[src/rtl/cpu_axi_bridge.sv]
// cpu_axi_bridge: CPU instruction/data SRAM-like ports to a single-outstanding AXI3 master.
// Data requests win over instruction requests; every access is one beat.
module cpu_axi_bridge (
    input  logic        clk,
    input  logic        resetn,
    input  logic        inst_req,
    input  logic [31:0] inst_addr,
    output logic        inst_addr_ok,
    output logic        inst_data_ok,
    output logic [31:0] inst_rdata,
    input  logic        data_req,
    input  logic        data_wr,
    input  logic [1:0]  data_size,
    input  logic [31:0] data_addr,
    input  logic [31:0] data_wdata,
    output logic        data_addr_ok,
    output logic        data_data_ok,
    output logic [31:0] data_rdata,
    output logic [3:0]  arid,
    output logic [31:0] araddr,
    output logic [3:0]  arlen,
    output logic [2:0]  arsize,
    output logic [1:0]  arburst,
    output logic [1:0]  arlock,
    output logic [3:0]  arcache,
    output logic [2:0]  arprot,
    output logic        arvalid,
    input  logic        arready,
    input  logic [3:0]  rid,
    input  logic [31:0] rdata,
    input  logic        rvalid,
    output logic        rready,
    output logic [3:0]  awid,
    output logic [31:0] awaddr,
    output logic [3:0]  awlen,
    output logic [2:0]  awsize,
    output logic [1:0]  awburst,
    output logic [1:0]  awlock,
    output logic [3:0]  awcache,
    output logic [2:0]  awprot,
    output logic        awvalid,
    input  logic        awready,
    output logic [3:0]  wid,
    output logic [31:0] wdata,
    output logic [3:0]  wstrb,
    output logic        wlast,
    output logic        wvalid,
    input  logic        wready,
    input  logic        bvalid,
    output logic        bready
);
    localparam logic [3:0] ID_INST = 4'd0;
    localparam logic [3:0] ID_DATA = 4'd1;

    typedef enum logic [2:0] {IDLE, RD_ADDR, RD_DATA, WR_REQ, WR_RESP} state_t;

    state_t      state, state_nx;
    logic        src_data, wr_q, aw_done, w_done;
    logic [1:0]  size_q;
    logic [31:0] addr_q, wdata_q;
    logic        take_data, take_inst, r_hs, b_hs;
    logic        unused_rid;

    assign take_data    = resetn && state == IDLE && data_req;
    assign take_inst    = resetn && state == IDLE && !data_req && inst_req;
    assign data_addr_ok = take_data;
    assign inst_addr_ok = take_inst;

    assign arvalid = state == RD_ADDR;
    assign rready  = state == RD_DATA;
    assign awvalid = state == WR_REQ && !aw_done;
    assign wvalid  = state == WR_REQ && !w_done;
    assign bready  = state == WR_RESP;
    assign r_hs    = rready && rvalid;
    assign b_hs    = bready && bvalid;

    // Read data is routed by the latched source; rid carries no information here.
    assign unused_rid = ^rid;

    assign arid    = src_data ? ID_DATA : ID_INST;
    assign awid    = arid;
    assign wid     = arid;
    assign araddr  = addr_q;
    assign awaddr  = addr_q;
    assign arsize  = {1'b0, size_q};
    assign awsize  = {1'b0, size_q};
    assign wdata   = wdata_q;
    assign wstrb   = !wr_q ? 4'b0000 :
                     size_q == 2'd0 ? 4'b0001 << addr_q[1:0] :
                     size_q == 2'd1 ? (addr_q[1] ? 4'b1100 : 4'b0011) : 4'b1111;
    assign wlast   = 1'b1;
    assign arlen   = 4'd0;
    assign awlen   = 4'd0;
    assign arburst = 2'b01;
    assign awburst = 2'b01;
    assign arlock  = 2'd0;
    assign awlock  = 2'd0;
    assign arcache = 4'd0;
    assign awcache = 4'd0;
    assign arprot  = 3'd0;
    assign awprot  = 3'd0;

    always_comb begin
        state_nx = state;
        case (state)
            IDLE:    state_nx = take_data ? (data_wr ? WR_REQ : RD_ADDR) : take_inst ? RD_ADDR : IDLE;
            RD_ADDR: state_nx = arready ? RD_DATA : RD_ADDR;
            RD_DATA: state_nx = rvalid ? IDLE : RD_DATA;
            // Each channel counts as done if it handshook earlier or is handshaking now.
            WR_REQ:  state_nx = (aw_done || awready) && (w_done || wready) ? WR_RESP : WR_REQ;
            WR_RESP: state_nx = bvalid ? IDLE : WR_RESP;
            default: state_nx = IDLE;
        endcase
    end

    always_ff @(posedge clk) begin
        if (!resetn) begin
            state        <= IDLE;
            src_data     <= 1'b0;
            wr_q         <= 1'b0;
            size_q       <= 2'd0;
            addr_q       <= 32'h0;
            wdata_q      <= 32'h0;
            aw_done      <= 1'b0;
            w_done       <= 1'b0;
            inst_data_ok <= 1'b0;
            data_data_ok <= 1'b0;
            inst_rdata   <= 32'h0;
            data_rdata   <= 32'h0;
        end else begin
            state        <= state_nx;
            aw_done      <= state == WR_REQ && (aw_done || awready);
            w_done       <= state == WR_REQ && (w_done || wready);
            inst_data_ok <= r_hs && !src_data;
            data_data_ok <= (r_hs && src_data) || b_hs;
            if (r_hs && src_data)
                data_rdata <= rdata;
            if (r_hs && !src_data)
                inst_rdata <= rdata;
            if (take_data) begin
                src_data <= 1'b1;
                wr_q     <= data_wr;
                size_q   <= data_size == 2'd3 ? 2'd2 : data_size;
                addr_q   <= data_addr;
                wdata_q  <= data_wr ? data_wdata : 32'h0;
            end else if (take_inst) begin
                src_data <= 1'b0;
                wr_q     <= 1'b0;
                size_q   <= 2'd2;
                addr_q   <= inst_addr;
                wdata_q  <= 32'h0;
            end
        end
    end
endmodule

[config.mk]
export PLATFORM = sky130hd
export DESIGN_NAME = cpu_axi_bridge
export DESIGN_NICKNAME = d
export VERILOG_FILES = /design/src/rtl/cpu_axi_bridge.sv
export SDC_FILE = /design/constraint.sdc
export NUM_CORES = 1
export LEC_CHECK = 0
export BUFFER_PORTS_ARGS = -buffer_cell sky130_fd_sc_hd__buf_2
export CORE_AREA = 2 2 141 143
export DETAILED_ROUTE_END_ITERATION = 8
export DIE_AREA = 0 0 143 145
export GPL_ROUTABILITY_DRIVEN = 0
export HOLD_SLACK_MARGIN = 0.1
export SLEW_MARGIN = 20
export SYNTH_ARGS = -nofsm -noshare
export SYNTH_HDL_FRONTEND = slang
export SYNTH_SLANG_ARGS = --single-unit
[constraint.sdc]
create_clock -name clk -period 4.2 [get_ports clk]
set_clock_uncertainty 0.05 [all_clocks]
set_input_delay 0.63 -clock clk [delete_from_list [all_inputs] [get_ports clk]]
set_output_delay 0.63 -clock clk [all_outputs]
set_load 0.01 [all_outputs]
# Yosys cells after proc, flatten, opt, wreduce, memory -nomap -nowiden
# Cells that the tools add are included.
# totals
reg_bits	139
input_bits	144
word_cells	66
# op_classes
n_eq_ne	6
shift	1
mux	24
n_reduce_logical	23
# op_table
cell	count
32-bit 2-to-1 mux	5
4-bit 2-to-1 mux	4
3-bit one-hot mux with 5 select lines	1
2-bit 2-to-1 mux	7
1-bit logical AND	13
3-bit by 2-bit == test with 1-bit output, second input constant	2
3-bit 2-to-1 mux	2
1-bit 2-to-1 mux	5
1-bit logical NOT	4
1-bit by 2-bit left shift with 4-bit output, first input constant	1
3-bit by 1-bit == test with 1-bit output, second input constant	1
3-bit == test, second input constant	1
3-bit logical NOT	1
1-bit logical OR	3
2-bit by 1-bit == test with 1-bit output, second input constant	1
2-bit == test, second input constant	1
2-bit logical NOT	1
2-bit nonzero test	1

# Logic depth before layout (Yosys ltp)
# Gate-level depths: netlist of the first run.
# logic_depth
ltp_word	7
mapped_depth	6

# Worst setup path after synthesis of the first run
# No wires, ideal clock.
# synth_path
path_kind	input to output
from	input resetn
to	output inst_addr_ok
arrival_ps	1720
slack_ps	1800
cell_stages	4
path_buffers	2
cell_sequence	or4b_1 buf_4 buf_2 nor3b_1
# synth_between
elab_chain_cells	3
# synth_rtl
element	line	rtl
start: declaration	5	input logic resetn,
1-bit logical AND (3 in series)	65	assign take_inst = resetn && state == IDLE && !data_req && inst_req;
end: declaration	8	output logic inst_addr_ok,
# Every way passes these cells.

# Final worst setup path of the first run
# layout_path
from	register state[0]
to	output inst_addr_ok
# layout_between
elab_chain_cells	4
# layout_rtl
element	line	rtl
start: declaration	57	state_t state, state_nx;
start signal: assignment	131	state <= state_nx;
3-bit logical NOT	65	
1-bit logical AND (3 in series)	65	
# Every way passes these cells.

==> impl_metrics.env, run 1 <==
export IMPL_run_status="finished, final reports clean"
export IMPL_cap_viol_max_count=0
export IMPL_synth_xor_area_share_pct=0
export IMPL_clk_latency_ps=410
export IMPL_dp_cells=1194
export IMPL_dp_hpwl_um=13150
export IMPL_peakVddDrop_v=0.0002603
export IMPL_r2r_start="state[0]$_SDFF_PN0_"
export IMPL_syn_area_sq_um=6193
export IMPL_rows=51
export IMPL_hold_viol=0
export IMPL_p_int_mw=2.529
export IMPL_critPathMaxStageDelay_ps=540
export IMPL_synth_seq_cells=139
export IMPL_die_w_um=143
export IMPL_root_buffer="clkbuf_16"
export IMPL_combPwrFrac_pct=13.9
export IMPL_port_buffers=319
export IMPL_cp_cell_sequence="or4b_1, buf_4, nor3b_1, buf_2"
export IMPL_synth_most_common_cell="dfxtp_1"
export IMPL_drtAntennaViolNets=0
export IMPL_async_flop_share_pct=0
export IMPL_cts_clk_slew_worst_paths_ps=70
export IMPL_grt_pass1_wl_um=29330
export IMPL_fp_dieH_um=145
export IMPL_cts_tree="built"
export IMPL_tns_ps=0
export IMPL_coreArea_sq_um=19210
export IMPL_crit_start="state[0]$_SDFF_PN0_"
export IMPL_cp_max_fo=34
export IMPL_setup_violations=0
export IMPL_crit_type="reg2out"
export IMPL_drc_errors=0
export IMPL_hold_buffers=0
export IMPL_via_per_inst=4.723
export IMPL_holdWs_ps=376.7
export IMPL_grt_ovfl_total=0
export IMPL_synth_compound_area_share_pct=25.29
export IMPL_initial_core_util_pct=32.25
export IMPL_synthSimpleGateAreaFrac_pct=14.61
export IMPL_leakagePower_nw=3.810
export IMPL_io_pins=366
export IMPL_synthCells=707
export IMPL_clock_path_buffers=2
export IMPL_antenna_found_initial=2
export IMPL_period_minus_slack_ps=2739
export IMPL_grt_max_degree=70
export IMPL_synth_common_cells="dfxtp_1, a21oi_1, buf_4"
export IMPL_cts_buffers=17
export IMPL_synth_edf_count=0
export IMPL_power_density_nw_per_um2=430.4
export IMPL_rsz0062_at_grt="false"
export IMPL_synthMuxAreaShare_pct=0
export IMPL_hp_start="data_wdata[3]"
export IMPL_cts_resized=0
export IMPL_nNetsFinal=1092
export IMPL_ys_flop_type="dfxtp_1"
export IMPL_power_frac_clock_pct=45.0
export IMPL_synthDominantCellAreaShare_pct=44.93
export IMPL_worst_slew_pin_slew_ps=1047
export IMPL_dp_slack_ps=1647
export IMPL_drive_above_1_share_pct=40.58
export IMPL_layout_setup_ws_ps=1461
export IMPL_maxSlewViolCount=0
export IMPL_slew_headroom_pct=30.18
export IMPL_routedWlPerCell_um=15.64
export IMPL_synth_top_family_by_area="compound AO/OA/AOI/OAI gates"
export IMPL_htree_levels=4
export IMPL_min_path_type="in2reg"
export IMPL_arrival_ps=2060
export IMPL_p_switching_mw=0.9434
export IMPL_gr_usage_all_layers_pct=17.81
export IMPL_wirelength_um=19210
export IMPL_synthTopCellsByArea="dfxtp_1, buf_4, a21oi_1, o21ai_0, nand3_1"
export IMPL_cp_end_kind="output pin"
export IMPL_via_count=5800
export IMPL_fmax_mhz=365.1
export IMPL_p_sw_share_pct=27.17
export IMPL_yosysWarnings=0
export IMPL_netlist_cell_type_count=41
export IMPL_drt_iter0_drc=325
export IMPL_reg2reg_depth=4
export IMPL_ys_seq_area_share_pct=44.93
export IMPL_synth_fa_ha_area_share_pct=0
export IMPL_cp_slowest_cell="or4b_1"
export IMPL_instances_no_fill=1228
export IMPL_clkSinkCount=139
export IMPL_holdPathStages=2
export IMPL_syn_to_final_growth_pct=30.28
export IMPL_synth_top_cell_by_area="dfxtp_1"
export IMPL_dr_pass1_iters=4
export IMPL_startpoint_type="flip-flop"
export IMPL_dieArea_sq_um=20740
export IMPL_grt_pass1_vias=5437
export IMPL_required_ps=3520
export IMPL_syn_avg_cell_area_sq_um=8.760
export IMPL_postCtsSetupBuffers=0
export IMPL_power_frac_seq_pct=41.1
export IMPL_period_share_pct=65.21
critical path, delay by kind of cell, from the launching register on:
kind          cells  cell delay [ps]
buf+inv           2              430
simple gates      2              760
flops             1              440
sequential cells by signal, indices dropped and copies added, names as in the netlist:
| register | flops |
|---|---|
| araddr | 32 |
| aw_done | 1 |
| data_data_ok | 1 |
| data_rdata | 32 |
| inst_data_ok | 1 |
| inst_rdata | 32 |
| size_q | 2 |
| src_data | 1 |
| state | 3 |
| w_done | 1 |
| wdata | 32 |
| wr_q | 1 |
layer usage:
layer  track usage, %  up-vias  routed length, um
li1                 -     2875                  -
met1            21.53     2680               7958
met2            29.26      228               9336
met3            6.601       17               1690
met4            5.495        0                225
met5                0        -                  0
power by group through the flow:
| stage | Clock (mW) | Combinational [mW] | Sequential, mW |
|---|---|---|---|
| final | 1.56 | 0.482 | 1.43 |
| after global routing | 1.67 | 0.534 | 1.43 |
| after CTS | 1.61 | 0.488 | 1.43 |
| after detailed placement | 0 | 0.487 | 1.46 |
| after global placement | 0 | 0.487 | 1.46 |
| after floorplan | 0 | 0.331 | 1.47 |
placed cells by master, fill, tap and decap left out, drive strengths merged, types with 6 or more instances in the layout:
cell type / instances
dfxtp: 139
o221a: 31
clkbuf: 19
a21oi: 101
nand3: 65
o21ai: 67
a22o: 33
conb: 42
buf: 329
nand2: 6
inv: 10
nor2b: 33
clkinv: 6
nor2: 43
through the flow:
stage          power [mW]  cell area, sq um  utilization [%]
2_1_floorplan       1.802              6344                -
3_3_place_gp        1.942              7455            38.81
3_5_place_dp        1.943              7455            38.81
4_1_cts             3.527              8064            41.98
5_1_grt             3.636              8066            42.00
6_report            3.473              8069            42.01
area by class of cell:
cell class	count	area (sq um)
Tap cell	265	331.6
Antenna cell	2	5.005
Timing Repair Buffer	329	1672
Clock buffer	19	442.9
Multi-Input combinational cell	453	2638
Fill cell	1965	11140
Clock inverter	13	166.4
Sequential cell	139	2784
Inverter	8	30.03
cell families (layout without fill, tap and decap cells):
group,after synthesis,in the layout
buffers and inverters,155,369
and+or+nand+nor,168,168
AOI/OAI and AO/OA,243,243
DFF,139,139
other,2,44
path summary, 6_finish.rpt:
path	end	slack [ps]
worst max-delay path	inst_addr_ok	1460
worst min-delay path	wdata[3]$_SDFFE_PN0P_	380
worst max register to register	araddr[3]$_SDFFE_PN0P_	2120
worst min register to register	wdata[26]$_SDFFE_PN0P_	420
(Power assumes the default switching activity.)
==> run 2: changes to the inputs <==
ABC_AREA = 1   (was not set)
CORE_AREA = 2 2 142 144   (was 2 2 141 143)
DIE_AREA = 0 0 144 146   (was 0 0 143 145)
PLACE_DENSITY = 0.66   (was not set)
clock period = 2.8 ns   (was 4.2 ns; I/O delays follow)
==> impl_metrics.env, run 2 <==
export IMPL_run_status="finished, final reports clean"
export IMPL_drc_errors=0
export IMPL_initial_core_util_pct=36.04
export IMPL_antenna_cells=0
export IMPL_cp_max_fo=7
export IMPL_leakagePower_nw=5.319
export IMPL_holdPathStages=3
export IMPL_cts_resized=0
export IMPL_synth_top_cell_by_area="dfxtp_1"
export IMPL_slew_headroom_pct=42.64
export IMPL_port_buffers=319
export IMPL_layout_common_cells="nand2_1, buf_2, nor2_1"
export IMPL_cts_buffers=17
export IMPL_hold_buffers=0
export IMPL_dp_hpwl_um=13780
export IMPL_dr_pass1_iters=5
export IMPL_ys_flop_type="dfxtp_1"
export IMPL_postCtsSetupBuffers=0
export IMPL_coreArea_sq_um=19330
export IMPL_grt_max_degree=81
export IMPL_drt_iter0_drc=312
export IMPL_fmax_mhz=476.8
export IMPL_peakVddDrop_v=0.0003928
export IMPL_grt_ovfl_total=0
export IMPL_clkSinkCount=139
export IMPL_root_buffer="clkbuf_16"
export IMPL_synth_edf_count=0
export IMPL_r2r_end="inst_rdata[23]$_SDFFE_PN0P_"
export IMPL_yosysWarnings=0
export IMPL_synth_seq_cells=139
export IMPL_syn_area_sq_um=6969
export IMPL_min_path_type="in2reg"
export IMPL_fp_dieH_um=146
export IMPL_period_share_pct=74.90
export IMPL_hp_start="rdata[5]"
export IMPL_hold_viol=0
export IMPL_tns_ps=0
export IMPL_fill_cells=2059
export IMPL_cts_clk_slew_worst_paths_ps=60
export IMPL_required_ps=2330
export IMPL_dieArea_sq_um=21020
export IMPL_synthTopCellsByArea="dfxtp_1, nand2_1, nor2_1, buf_4, inv_1"
export IMPL_drtAntennaViolNets=0
export IMPL_clk_latency_ps=410
export IMPL_synthCells=1096
export IMPL_crit_type="reg2out"
export IMPL_rows=51
export IMPL_via_count=6818
export IMPL_wirelength_um=19490
export IMPL_cp_end_kind="output pin"
export IMPL_r2r_start="state[1]$_SDFF_PN0_"
export IMPL_met1_usage_pct=20.87
export IMPL_dp_cells=1591
export IMPL_rrSetupSlack_ps=1110
export IMPL_synth_common_cells="nand2_1, nor2_1, inv_1"
export IMPL_clock_path_buffers=2
export IMPL_drive_above_1_share_pct=27.32
export IMPL_netlist_cell_type_count=21
export IMPL_final_util_pct=45.91
export IMPL_async_flop_share_pct=0
export IMPL_arrival_ps=1630
export IMPL_grt_busiest_layer="met2"
export IMPL_ys_seq_area_share_pct=39.93
export IMPL_grtUsageMet2_pct=31.26
export IMPL_syn_avg_cell_area_sq_um=6.359
export IMPL_via_per_inst=4.201
export IMPL_holdWs_ps=194.2
export IMPL_design_area_sq_um=8877
export IMPL_hold_end="data_rdata[5]$_SDFFE_PN0P_"
export IMPL_power_density_nw_per_um2=607.9
export IMPL_synth_most_common_cell="nand2_1"
export IMPL_instances_no_fill=1623
export IMPL_layout_commonest_cell="nand2_1"
export IMPL_io_pins=366
export IMPL_synthDominantCellAreaShare_pct=39.93
export IMPL_use_met3_pct=4.607
export IMPL_rsz0062_at_grt="false"
export IMPL_cap_viol_max_count=0
export IMPL_gr_usage_all_layers_pct=17.73
export IMPL_htree_levels=4
export IMPL_reg2reg_depth=7
export IMPL_dpl_cell_area_sq_um=8245
export IMPL_nNetsFinal=1489
export IMPL_antenna_found_initial=0
export IMPL_syn_to_final_growth_pct=27.38
export IMPL_cts_tree="built"
export IMPL_die_w_um=144
export IMPL_routedWlPerCell_um=12.01
export IMPL_worst_slew_pin_slew_ps=860.4
export IMPL_period_minus_slack_ps=2097
export IMPL_maxSlewViolCount=0
export IMPL_startpoint_type="flip-flop"
export IMPL_grt_pass1_vias=5940
export IMPL_grt_pass1_wl_um=29850
export IMPL_setup_violations=0
## run 2: worst max-delay path by stage
| stage | slack, ps | start | cells past startpoint | endpoint |
|---|---|---|---|---|
| floorplan | 1050 | resetn | 6 | inst_addr_ok |
| global placement | 870 | resetn | 6 | data_addr_ok |
| detailed placement | 840 | resetn | 8 | wdata[7]$_SDFFE_PN0P_ |
| CTS | 650 | state[0]$_SDFF_PN0_ | 5 | awvalid |
| global route | 530 | state[0]$_SDFF_PN0_ | 5 | awvalid |
| finish | 700 | state[0]$_SDFF_PN0_ | 5 | awvalid |
## run 2: power breakdown
| group | internal, mW | total (mW) | switching (mW) |
|---|---|---|---|
| Clock | 1.52 | 2.41 | 0.885 |
| Combinational | 0.315 | 0.836 | 0.521 |
| Sequential | 2.08 | 2.15 | 0.0759 |
| Total | 3.92 | 5.40 | 1.48 |
## run 2: area by class of cell
cell class | count | area (sq um) | share of cell area, %
tap | 265 | 331.6 | 3.735
multi-input combinational | 713 | 2884 | 32.49
inverter | 144 | 540.5 | 6.089
clock inverter | 13 | 188.9 | 2.128
timing repair buffer | 330 | 1707 | 19.22
sequential | 139 | 2783 | 31.35
clock buffer | 19 | 442.9 | 4.989
## run 2: routing by layer
metal  up-vias  share of wire [%]  wire length (um)
li1       3612                  -                 -
met3        15                7.0              1360
met2       228                 50              9665
met4         0                1.2               230
met1      2963                 42              8230
met5         -                  0                 0
## run 2: cell families (layout without fill, tap and decap cells)
family	count (synthesis)	after routing	share of synthesized area [%]
and+or+nand+nor	627	627	35.78
other	2	42	0.1078
buffers and inverters	284	506	20.99
AOI/OAI and AO/OA	44	44	3.196
DFF	139	139	39.93
## run 2: metrics by stage
stage	setup slack, ps	power [mW]
finish	702.7	5.397
global route	525.7	5.671
CTS	649.8	5.476
detailed placement	844.5	3.038
global placement	871.6	3.032
floorplan	1047	2.808
## run 2: critical path, cell delays in order (launching register included)
cell,delay [ps]
dfxtp_1,520
nand2_1,90
nor2_1,260
inv_1,90
nor2_1,100
buf_2,150
